**config.mk**
```make
export PLATFORM = sky130hd
export DESIGN_NAME = lsu_master_flat
export DESIGN_NICKNAME = d
export VERILOG_FILES = /design/src/rtl/lsu_master_pkg.sv /design/src/rtl/lsu_master_if.sv /design/src/rtl/lsu_master_lane.sv /design/src/rtl/lsu_master.sv /design/src/flat_wrapper.sv
export SDC_FILE = /design/constraint.sdc
export NUM_CORES = 1
export LEC_CHECK = 0
export BUFFER_PORTS_ARGS = -buffer_cell sky130_fd_sc_hd__buf_4
export CORE_AREA = 2 2 112 114
export CTS_CLUSTER_DIAMETER = 150
export DETAILED_ROUTE_END_ITERATION = 8
export DIE_AREA = 0 0 114 116
export HOLD_SLACK_MARGIN = 0.03
export PLACE_DENSITY = 0.76
export SYNTH_ARGS = -nofsm -noshare
export SYNTH_HDL_FRONTEND = slang
export SYNTH_SLANG_ARGS = --single-unit
```
**constraint.sdc**
```tcl
create_clock -name clk -period 5.74 [get_ports clk]
set_clock_uncertainty 0.2 [all_clocks]
set_input_delay 0.287 -clock clk [delete_from_list [all_inputs] [get_ports clk]]
set_output_delay 0.287 -clock clk [all_outputs]
set_load 0.01 [all_outputs]
```
**src/rtl/lsu_master_pkg.sv**
```systemverilog
// Shared definitions for the MEM-stage load/store initiator: op codes, FSM states,
// exception codes and small decode helpers.
package lsu_master_pkg;

  typedef enum logic [2:0] {
    OP_LW  = 3'd0,
    OP_LH  = 3'd1,
    OP_LHU = 3'd2,
    OP_LB  = 3'd3,
    OP_LBU = 3'd4,
    OP_SW  = 3'd5,
    OP_SH  = 3'd6,
    OP_SB  = 3'd7
  } op_e;

  typedef enum logic [1:0] {
    ST_IDLE = 2'd0,
    ST_BUSY = 2'd1,
    ST_RESP = 2'd2
  } state_e;

  localparam logic [4:0] EXC_NONE = 5'd0;
  localparam logic [4:0] EXC_ADEL = 5'd4;
  localparam logic [4:0] EXC_ADES = 5'd5;
  localparam logic [4:0] EXC_DBE  = 5'd7;

  function automatic logic is_store(input op_e op);
    return (op == OP_SW) || (op == OP_SH) || (op == OP_SB);
  endfunction

endpackage

```
**src/rtl/lsu_master_if.sv**
```systemverilog
// Word-wide request/acknowledge data memory port between the LSU (master)
// and the data memory (slave).
interface lsu_master_if;
  logic        mem_req;
  logic        mem_we;
  logic [31:0] mem_addr;
  logic [3:0]  mem_be;
  logic [31:0] mem_wdata;
  logic        mem_ack;
  logic [31:0] mem_rdata;

  modport master (
    output mem_req, mem_we, mem_addr, mem_be, mem_wdata,
    input  mem_ack, mem_rdata
  );

  modport slave (
    input  mem_req, mem_we, mem_addr, mem_be, mem_wdata,
    output mem_ack, mem_rdata
  );
endinterface

```
**src/rtl/lsu_master_lane.sv**
```systemverilog
// lsu_lane: combinational byte-lane logic -- store byte enables / data replication
// and load byte/half extraction with sign or zero extension.
module lsu_lane
  import lsu_master_pkg::*;
(
  input  op_e         st_op,
  input  logic [1:0]  st_addr,
  input  logic [31:0] st_wdata,
  output logic [3:0]  st_be,
  output logic [31:0] st_data,
  input  op_e         ld_op,
  input  logic [1:0]  ld_addr,
  input  logic [31:0] ld_word,
  output logic [31:0] ld_data
);

  logic [7:0]  byte_s;
  logic [15:0] half_s;

  // Store steering: narrow stores are replicated so any selected lane carries the data
  always_comb begin
    st_be   = 4'b0000;
    st_data = 32'd0;
    case (st_op)
      OP_SW: begin
        st_be   = 4'b1111;
        st_data = st_wdata;
      end
      OP_SH: begin
        st_be   = st_addr[1] ? 4'b1100 : 4'b0011;
        st_data = {2{st_wdata[15:0]}};
      end
      OP_SB: begin
        st_be   = 4'b0001 << st_addr;
        st_data = {4{st_wdata[7:0]}};
      end
      default: begin
        st_be   = 4'b0000;
        st_data = 32'd0;
      end
    endcase
  end

  // Load extraction from the captured word
  always_comb begin
    half_s = ld_addr[1] ? ld_word[31:16] : ld_word[15:0];
    case (ld_addr)
      2'd0:    byte_s = ld_word[7:0];
      2'd1:    byte_s = ld_word[15:8];
      2'd2:    byte_s = ld_word[23:16];
      2'd3:    byte_s = ld_word[31:24];
      default: byte_s = 8'd0;
    endcase
    case (ld_op)
      OP_LW:   ld_data = ld_word;
      OP_LH:   ld_data = {{16{half_s[15]}}, half_s};
      OP_LHU:  ld_data = {16'd0, half_s};
      OP_LB:   ld_data = {{24{byte_s[7]}}, byte_s};
      OP_LBU:  ld_data = {24'd0, byte_s};
      default: ld_data = 32'd0;
    endcase
  end

endmodule

```
**src/rtl/lsu_master.sv**
```systemverilog
// lsu_master: MEM-stage load/store initiator with req/ack memory port and bus timeout.
// Optional alignment exceptions are built when LSU_ALIGN_CHECK_EN is defined.
module lsu_master
  import lsu_master_pkg::*;
#(
  parameter int unsigned TIMEOUT = 64
) (
  input  logic        clk,
  input  logic        reset,
  input  logic        req_valid,
  input  op_e         req_op,
  input  logic [31:0] req_addr,
  input  logic [31:0] req_wdata,
  input  logic [4:0]  req_a3,
  output logic        stall,
  output logic        resp_valid,
  output logic [31:0] resp_rdata,
  output logic [4:0]  resp_a3,
  output logic        exc_valid,
  output logic [4:0]  exc_code,
  lsu_master_if.master mem
);

  localparam logic [7:0] TO_LAST = 8'(TIMEOUT - 1);

  state_e      state_r, state_s;
  op_e         op_r;
  logic [1:0]  addr_lo_r;
  logic [4:0]  a3_r;
  logic [7:0]  cnt_r, cnt_s;
  logic        mem_req_r, mem_req_s, mem_we_r, mem_we_s;
  logic [31:0] mem_addr_r, mem_addr_s, mem_wdata_r, mem_wdata_s;
  logic [3:0]  mem_be_r, mem_be_s;
  logic        resp_valid_r, resp_valid_s, exc_valid_r, exc_valid_s;
  logic [31:0] resp_rdata_r, resp_rdata_s;
  logic [4:0]  resp_a3_r, resp_a3_s, exc_code_r, exc_code_s;
  logic        latch_s;
  logic        align_fault_s;
  logic [3:0]  st_be_s;
  logic [31:0] st_data_s, ld_data_s;

  lsu_lane u_lane (
    .st_op    (req_op),
    .st_addr  (req_addr[1:0]),
    .st_wdata (req_wdata),
    .st_be    (st_be_s),
    .st_data  (st_data_s),
    .ld_op    (op_r),
    .ld_addr  (addr_lo_r),
    .ld_word  (mem.mem_rdata),
    .ld_data  (ld_data_s)
  );

`ifdef LSU_ALIGN_CHECK_EN
  // Natural-alignment check on the incoming request
  always_comb begin
    case (req_op)
      OP_LW, OP_SW:         align_fault_s = (req_addr[1:0] != 2'b00);
      OP_LH, OP_LHU, OP_SH: align_fault_s = req_addr[0];
      default:              align_fault_s = 1'b0;
    endcase
  end
`else
  assign align_fault_s = 1'b0;
`endif

  // Next state and next values of every registered output
  always_comb begin
    state_s      = state_r;
    cnt_s        = cnt_r;
    latch_s      = 1'b0;
    mem_req_s    = 1'b0;
    mem_we_s     = 1'b0;
    mem_addr_s   = 32'd0;
    mem_be_s     = 4'b0000;
    mem_wdata_s  = 32'd0;
    resp_valid_s = 1'b0;
    resp_rdata_s = 32'd0;
    resp_a3_s    = 5'd0;
    exc_valid_s  = 1'b0;
    exc_code_s   = EXC_NONE;
    case (state_r)
      ST_IDLE: begin
        if (req_valid) begin
          latch_s = 1'b1;
          cnt_s   = 8'd0;
          if (align_fault_s) begin
            state_s      = ST_RESP;
            resp_valid_s = 1'b1;
            exc_valid_s  = 1'b1;
            exc_code_s   = is_store(req_op) ? EXC_ADES : EXC_ADEL;
          end else begin
            state_s     = ST_BUSY;
            mem_req_s   = 1'b1;
            mem_we_s    = is_store(req_op);
            mem_addr_s  = {req_addr[31:2], 2'b00};
            mem_be_s    = is_store(req_op) ? st_be_s : 4'b0000;
            mem_wdata_s = is_store(req_op) ? st_data_s : 32'd0;
          end
        end else begin
          state_s = ST_IDLE;
        end
      end
      ST_BUSY: begin
        if (mem.mem_ack) begin
          state_s      = ST_RESP;
          cnt_s        = 8'd0;
          resp_valid_s = 1'b1;
          resp_rdata_s = is_store(op_r) ? 32'd0 : ld_data_s;
          resp_a3_s    = a3_r;
        end else if (cnt_r == TO_LAST) begin
          // Memory never answered: abandon the access with a bus error
          state_s      = ST_RESP;
          cnt_s        = 8'd0;
          resp_valid_s = 1'b1;
          exc_valid_s  = 1'b1;
          exc_code_s   = EXC_DBE;
        end else begin
          cnt_s       = cnt_r + 8'd1;
          mem_req_s   = 1'b1;
          mem_we_s    = mem_we_r;
          mem_addr_s  = mem_addr_r;
          mem_be_s    = mem_be_r;
          mem_wdata_s = mem_wdata_r;
        end
      end
      ST_RESP: state_s = ST_IDLE;
      default: state_s = ST_IDLE;
    endcase
  end

  // State, request latches and output registers
  always_ff @(posedge clk) begin
    if (reset) begin
      state_r      <= ST_IDLE;
      cnt_r        <= 8'd0;
      op_r         <= OP_LW;
      addr_lo_r    <= 2'd0;
      a3_r         <= 5'd0;
      mem_req_r    <= 1'b0;
      mem_we_r     <= 1'b0;
      mem_addr_r   <= 32'd0;
      mem_be_r     <= 4'b0000;
      mem_wdata_r  <= 32'd0;
      resp_valid_r <= 1'b0;
      resp_rdata_r <= 32'd0;
      resp_a3_r    <= 5'd0;
      exc_valid_r  <= 1'b0;
      exc_code_r   <= EXC_NONE;
    end else begin
      state_r      <= state_s;
      cnt_r        <= cnt_s;
      if (latch_s) begin
        op_r      <= req_op;
        addr_lo_r <= req_addr[1:0];
        a3_r      <= req_a3;
      end
      mem_req_r    <= mem_req_s;
      mem_we_r     <= mem_we_s;
      mem_addr_r   <= mem_addr_s;
      mem_be_r     <= mem_be_s;
      mem_wdata_r  <= mem_wdata_s;
      resp_valid_r <= resp_valid_s;
      resp_rdata_r <= resp_rdata_s;
      resp_a3_r    <= resp_a3_s;
      exc_valid_r  <= exc_valid_s;
      exc_code_r   <= exc_code_s;
    end
  end

  assign stall         = ((state_r == ST_IDLE) && req_valid) || (state_r == ST_BUSY);
  assign resp_valid    = resp_valid_r;
  assign resp_rdata    = resp_rdata_r;
  assign resp_a3       = resp_a3_r;
  assign exc_valid     = exc_valid_r;
  assign exc_code      = exc_code_r;
  assign mem.mem_req   = mem_req_r;
  assign mem.mem_we    = mem_we_r;
  assign mem.mem_addr  = mem_addr_r;
  assign mem.mem_be    = mem_be_r;
  assign mem.mem_wdata = mem_wdata_r;

endmodule

```
**src/flat_wrapper.sv**
```systemverilog
// flat-port wrapper written by rule: the top's interface ports become plain ports
module lsu_master_flat import lsu_master_pkg::*;
#(
  parameter int unsigned TIMEOUT = 64
)
  (clk, reset, req_valid, req_op, req_addr, req_wdata, req_a3, stall, resp_valid, resp_rdata, resp_a3, exc_valid, exc_code, mem_mem_req, mem_mem_we, mem_mem_addr, mem_mem_be, mem_mem_wdata, mem_mem_ack, mem_mem_rdata);
  lsu_master_if mem_i ();
  input  logic clk;
  input  logic reset;
  input  logic req_valid;
  input  op_e req_op;
  input  logic [31:0] req_addr;
  input  logic [31:0] req_wdata;
  input  logic [4:0] req_a3;
  output logic stall;
  output logic resp_valid;
  output logic [31:0] resp_rdata;
  output logic [4:0] resp_a3;
  output logic exc_valid;
  output logic [4:0] exc_code;
  output wire logic [$bits(mem_i.mem_req)-1:0] mem_mem_req;
  output wire logic [$bits(mem_i.mem_we)-1:0] mem_mem_we;
  output wire logic [$bits(mem_i.mem_addr)-1:0] mem_mem_addr;
  output wire logic [$bits(mem_i.mem_be)-1:0] mem_mem_be;
  output wire logic [$bits(mem_i.mem_wdata)-1:0] mem_mem_wdata;
  input wire logic [$bits(mem_i.mem_ack)-1:0] mem_mem_ack;
  input wire logic [$bits(mem_i.mem_rdata)-1:0] mem_mem_rdata;
  assign mem_mem_req = mem_i.mem_req;
  assign mem_mem_we = mem_i.mem_we;
  assign mem_mem_addr = mem_i.mem_addr;
  assign mem_mem_be = mem_i.mem_be;
  assign mem_mem_wdata = mem_i.mem_wdata;
  assign mem_i.mem_ack = mem_mem_ack;
  assign mem_i.mem_rdata = mem_mem_rdata;
  lsu_master #(.TIMEOUT(TIMEOUT)) u_core (.clk(clk), .reset(reset), .req_valid(req_valid), .req_op(req_op), .req_addr(req_addr), .req_wdata(req_wdata), .req_a3(req_a3), .stall(stall), .resp_valid(resp_valid), .resp_rdata(resp_rdata), .resp_a3(resp_a3), .exc_valid(exc_valid), .exc_code(exc_code), .mem(mem_i));
endmodule
```
==> PnR_summary.wiki <==
{| class="wikitable"
! Metric !! Value
|-
| Critical Path Fanout Max || 91
|-
| Proportion of synthesized chip area in sequential cells || 0.478
|-
| Top delay family on crit path || simple AND/OR/NAND/NOR gates
|-
| Clock buffer depth || 2
|-
| Share of synthesized flip-flops with an asynchronous set or reset || 0
|-
| Synthesized-area fraction occupied by and/or/nand/nor cells || 0.151
|-
| FF+latch count, synth || 127
|-
| Aggregate global-route resource usage || 0.262
|-
| Area fraction of the dominant cell type after synthesis || 0.478
|-
| Slew Viols, Final || 0
|-
| Clock slew at the register clock pins of the worst setup and hold paths || 60 ps
|-
| Post-CTS setup-driven buffer insertion count || 0
|-
| Starting density of the core || 0.446
|-
| Buffers plus inverters on the worst setup path || 2
|-
| Hold Path Class || primary input to flop
|-
| Setup TNS after final layout || 0 ps
|-
| Layout-stage area growth over the synthesis result || 56.2%
|-
| Fraction of the mapped netlist area in adder cells || 0.00424
|-
| Required arrival time at the worst endpoint || 5840 ps
|-
| CTS Buf Count || 17
|-
| Routability congestion estimate || 0.867
|-
| Most used flip-flop cell after synthesis || sky130_fd_sc_hd__dfxtp_1
|-
| Static power due to leakage || 3.63 nW
|-
| Cell with the largest stage delay on the worst path || sky130_fd_sc_hd__buf_4
|-
| Pre-CTS setup slack || 2820 ps
|-
| Transition time at the pin with the least slew margin || 1070 ps
|-
| Peak supply drop || 0.196 mV
|-
| Max Clk Rate || 0.314 GHz
|-
| HPWL after detailed placement || 11.1 mm
|-
| Final standard cell utilization of the core || 0.697
|-
| CP peak stage delay || 670 ps
|-
| Worst-skew pair later-pin latency || 410 ps
|-
| Clk Tree Root Cell || sky130_fd_sc_hd__clkbuf_16
|-
| Die Area || 13200 um^2
|-
| List of cells traversed by the critical path || buf_4, and4bb_2, nand2_1, nor2b_1, a221o_1, dlygate4sd3_1
|-
| Routed length per instance || 17.8 um
|-
| Initial antenna violation count || 0
|-
| Top Ports || 223
|-
| Top cells by count, synth || sky130_fd_sc_hd__dfxtp_1 (127), sky130_fd_sc_hd__nor2_1 (80), sky130_fd_sc_hd__a22oi_1 (75)
|-
| Post-synth cell types || 51
|-
| Detailed Routing Iterations Pass 1 || 6
|-
| Cells after Synth || 561
|-
| Final setup margin || 2550 ps
|-
| Drt initial violations || 440
|-
| Largest net degree at the start of global routing || 92
|-
| Cell row count || 40
|-
| Setup repair after global routing missed its margin || false
|-
| Normalized max-slew margin || 0.286
|-
| Core box area || 11900 um^2
|-
| Cell area after layout || 8300 um^2
|-
| GRT overflow || 0
|-
| Vias in the first global route || 5363
|-
| Area of the mapped netlist || 5320 um^2
|-
| Share of cells above drive strength 1 || 0.338
|-
| Level count of the clock H-tree || 4
|-
| Number of setup violations in the final report || 0
|-
| TritonCTS clock tree || done
|-
| Number of input and output port buffers inserted || 218
|-
| Number of vias after detailed routing || 5559
|-
| Post-detailed-route via-to-cell ratio || 5.59
|-
| Post-route fraction of the period consumed by the critical path || 0.555
|-
| XOR/XNOR share of the synthesized area || 0.00165
|-
| Cell types occupying the most area after synthesis || sky130_fd_sc_hd__dfxtp_1 (48%), sky130_fd_sc_hd__a22oi_1 (11%), sky130_fd_sc_hd__nor2_1 (5.6%)
|-
| Number of clock sinks seen by CTS || 127
|-
| CP Launch Type || primary input
|-
| Routed WL || 17.7 mm
|-
| Post-Place Cell Area || 6890 um^2
|-
| Status || finished clean
|-
| Post-route minimum period || 3190 ps
|-
| Type of the worst setup path || primary input to flop
|-
| Kind of end point of the critical path || flop
|-
| Worst endpoint data arrival time || 3280 ps
|-
| Number of antenna-violating nets in the routed design || 0
|-
| Number of synthesized flops with an enable pin || 0
|-
| Die extent in y || 116 um
|-
| Count leader, synth || sky130_fd_sc_hd__dfxtp_1
|-
| Power density over cell area || 275 nW/um^2
|-
| Hold violation count in the final report || 0
|-
| Multiplexer area fraction after synthesis || 0.0737
|-
| Max_cap viols || 0
|-
| Net total in the final layout || 943
|-
| Library cell occupying the most area in the post-synthesis netlist || sky130_fd_sc_hd__dfxtp_1
|-
| Main combinational cell family by area after synthesis || compound AO/OA/AOI/OAI gates
|-
| Mean cell area of the mapped netlist || 9.48 um^2
|-
| Wire length of the first global-routing pass || 27.2 mm
|-
| Fraction of the mapped netlist area in compound gates || 0.233
|-
| Warnings from Yosys || 0
|-
| Die outline width || 114 um
|-
| DR DRC count || 0
|}
==> cell usage in the layout, fill, tap and decap left out, types with 11 or more instances in the layout <==
cell type and instances:
sky130_fd_sc_hd__a21oi_1 41, sky130_fd_sc_hd__a22oi_1 75, sky130_fd_sc_hd__a2bb2oi_1 16, sky130_fd_sc_hd__buf_4 221, sky130_fd_sc_hd__clkbuf_16 17, sky130_fd_sc_hd__dfxtp_1 127, sky130_fd_sc_hd__dlygate4sd3_1 85, sky130_fd_sc_hd__mux2_2 17
sky130_fd_sc_hd__nand2_1 45, sky130_fd_sc_hd__nor2_1 80, sky130_fd_sc_hd__nor2b_1 11
==> worst min-delay path, delay by kind of cell <==
family                 cells  cell delay [ps]
buffers and inverters      1               80
and+or+nand+nor            1               70
AOI/OAI and AO/OA          2              190
==> layout make-up <==
type	instances	area, um^2
Antenna cell	1	2.50
Clock buffer	19	453
Clock inverter	12	113
Fill cell	858	3610
Inverter	4	15.0
Multi-Input combinational cell	378	2480
Sequential cell	127	2540
Tap cell	147	184
Timing Repair Buffer	306	2510
==> power breakdown <==
group          switching, mW  internal, mW  leakage, nW
Combinational          0.149         0.176         2.33
Clock                  0.407         0.617        0.264
Sequential            0.0240         0.909         1.03
Total                  0.579          1.70         3.63
==> path summary, 6_finish.rpt <==
check | endpoint | from | depth (start not counted) | slack, ps
max | u_core.resp_rdata[4]$_SDFF_PP0_ | reset | 6 | 2550
min reg2reg | u_core.a3_r[2]$_SDFFE_PP0P_ | u_core.a3_r[2]$_SDFFE_PP0P_ | 2 | 250
min | u_core.mem.mem_wdata[20]$_SDFFE_PP0P_ | req_wdata[20] | 4 | 50
max reg2reg | u_core.resp_rdata[4]$_SDFF_PP0_ | u_core.state_r[1]$_SDFFE_PP0P_ | 5 | 2740
==> sequential cells by signal, summed over array words and instances, names as in the netlist, 3 cells and up <==
register and cells:
u_core.mem.mem_addr 30, u_core.resp_a3 5, u_core.mem.mem_wdata 32, u_core.mem.mem_be 4, u_core.cnt_r 8, u_core.a3_r 5, u_core.resp_rdata 32, u_core.op_r 3
==> kinds of logic after synthesis <==
family / count (synthesis)
compound gates: 169
xor+xnor: 1
fa+ha+maj: 2
buf+inv: 59
flops: 127
mux: 27
other cells: 1
simple gates: 175
==> metrics by stage <==
stage / std cells / hold slack [ps] / power [mW]
after detailed placement: 877 / 242 / 1.22
after global placement: 877 / 237 / 1.22
after floorplan: 564 / 223 / 1.10
after CTS: 993 / 30.6 / 2.28
after global routing: 993 / 53.2 / 2.37
final: 994 / 52.9 / 2.28
==> per-layer routing <==
| layer | GRT usage | wire length (um) | part of all wire | vias to the layer above |
|---|---|---|---|---|
| met5 | 0 | 0 | 0 | - |
| met4 | 0.127 | 514 | 0.029 | 0 |
| met3 | 0.0811 | 1630 | 0.092 | 52 |
| met2 | 0.452 | 8780 | 0.49 | 317 |
| met1 | 0.297 | 6820 | 0.38 | 2616 |
| li1 | - | - | - | 2574 |
==> timing repair <==
item / CTS / global route
hold buffers: 85 / 0
resized for setup: 0 / 0
endpoints found under the hold margin: 81 / 0
Note: power is estimated with default switching activity, not from simulation.
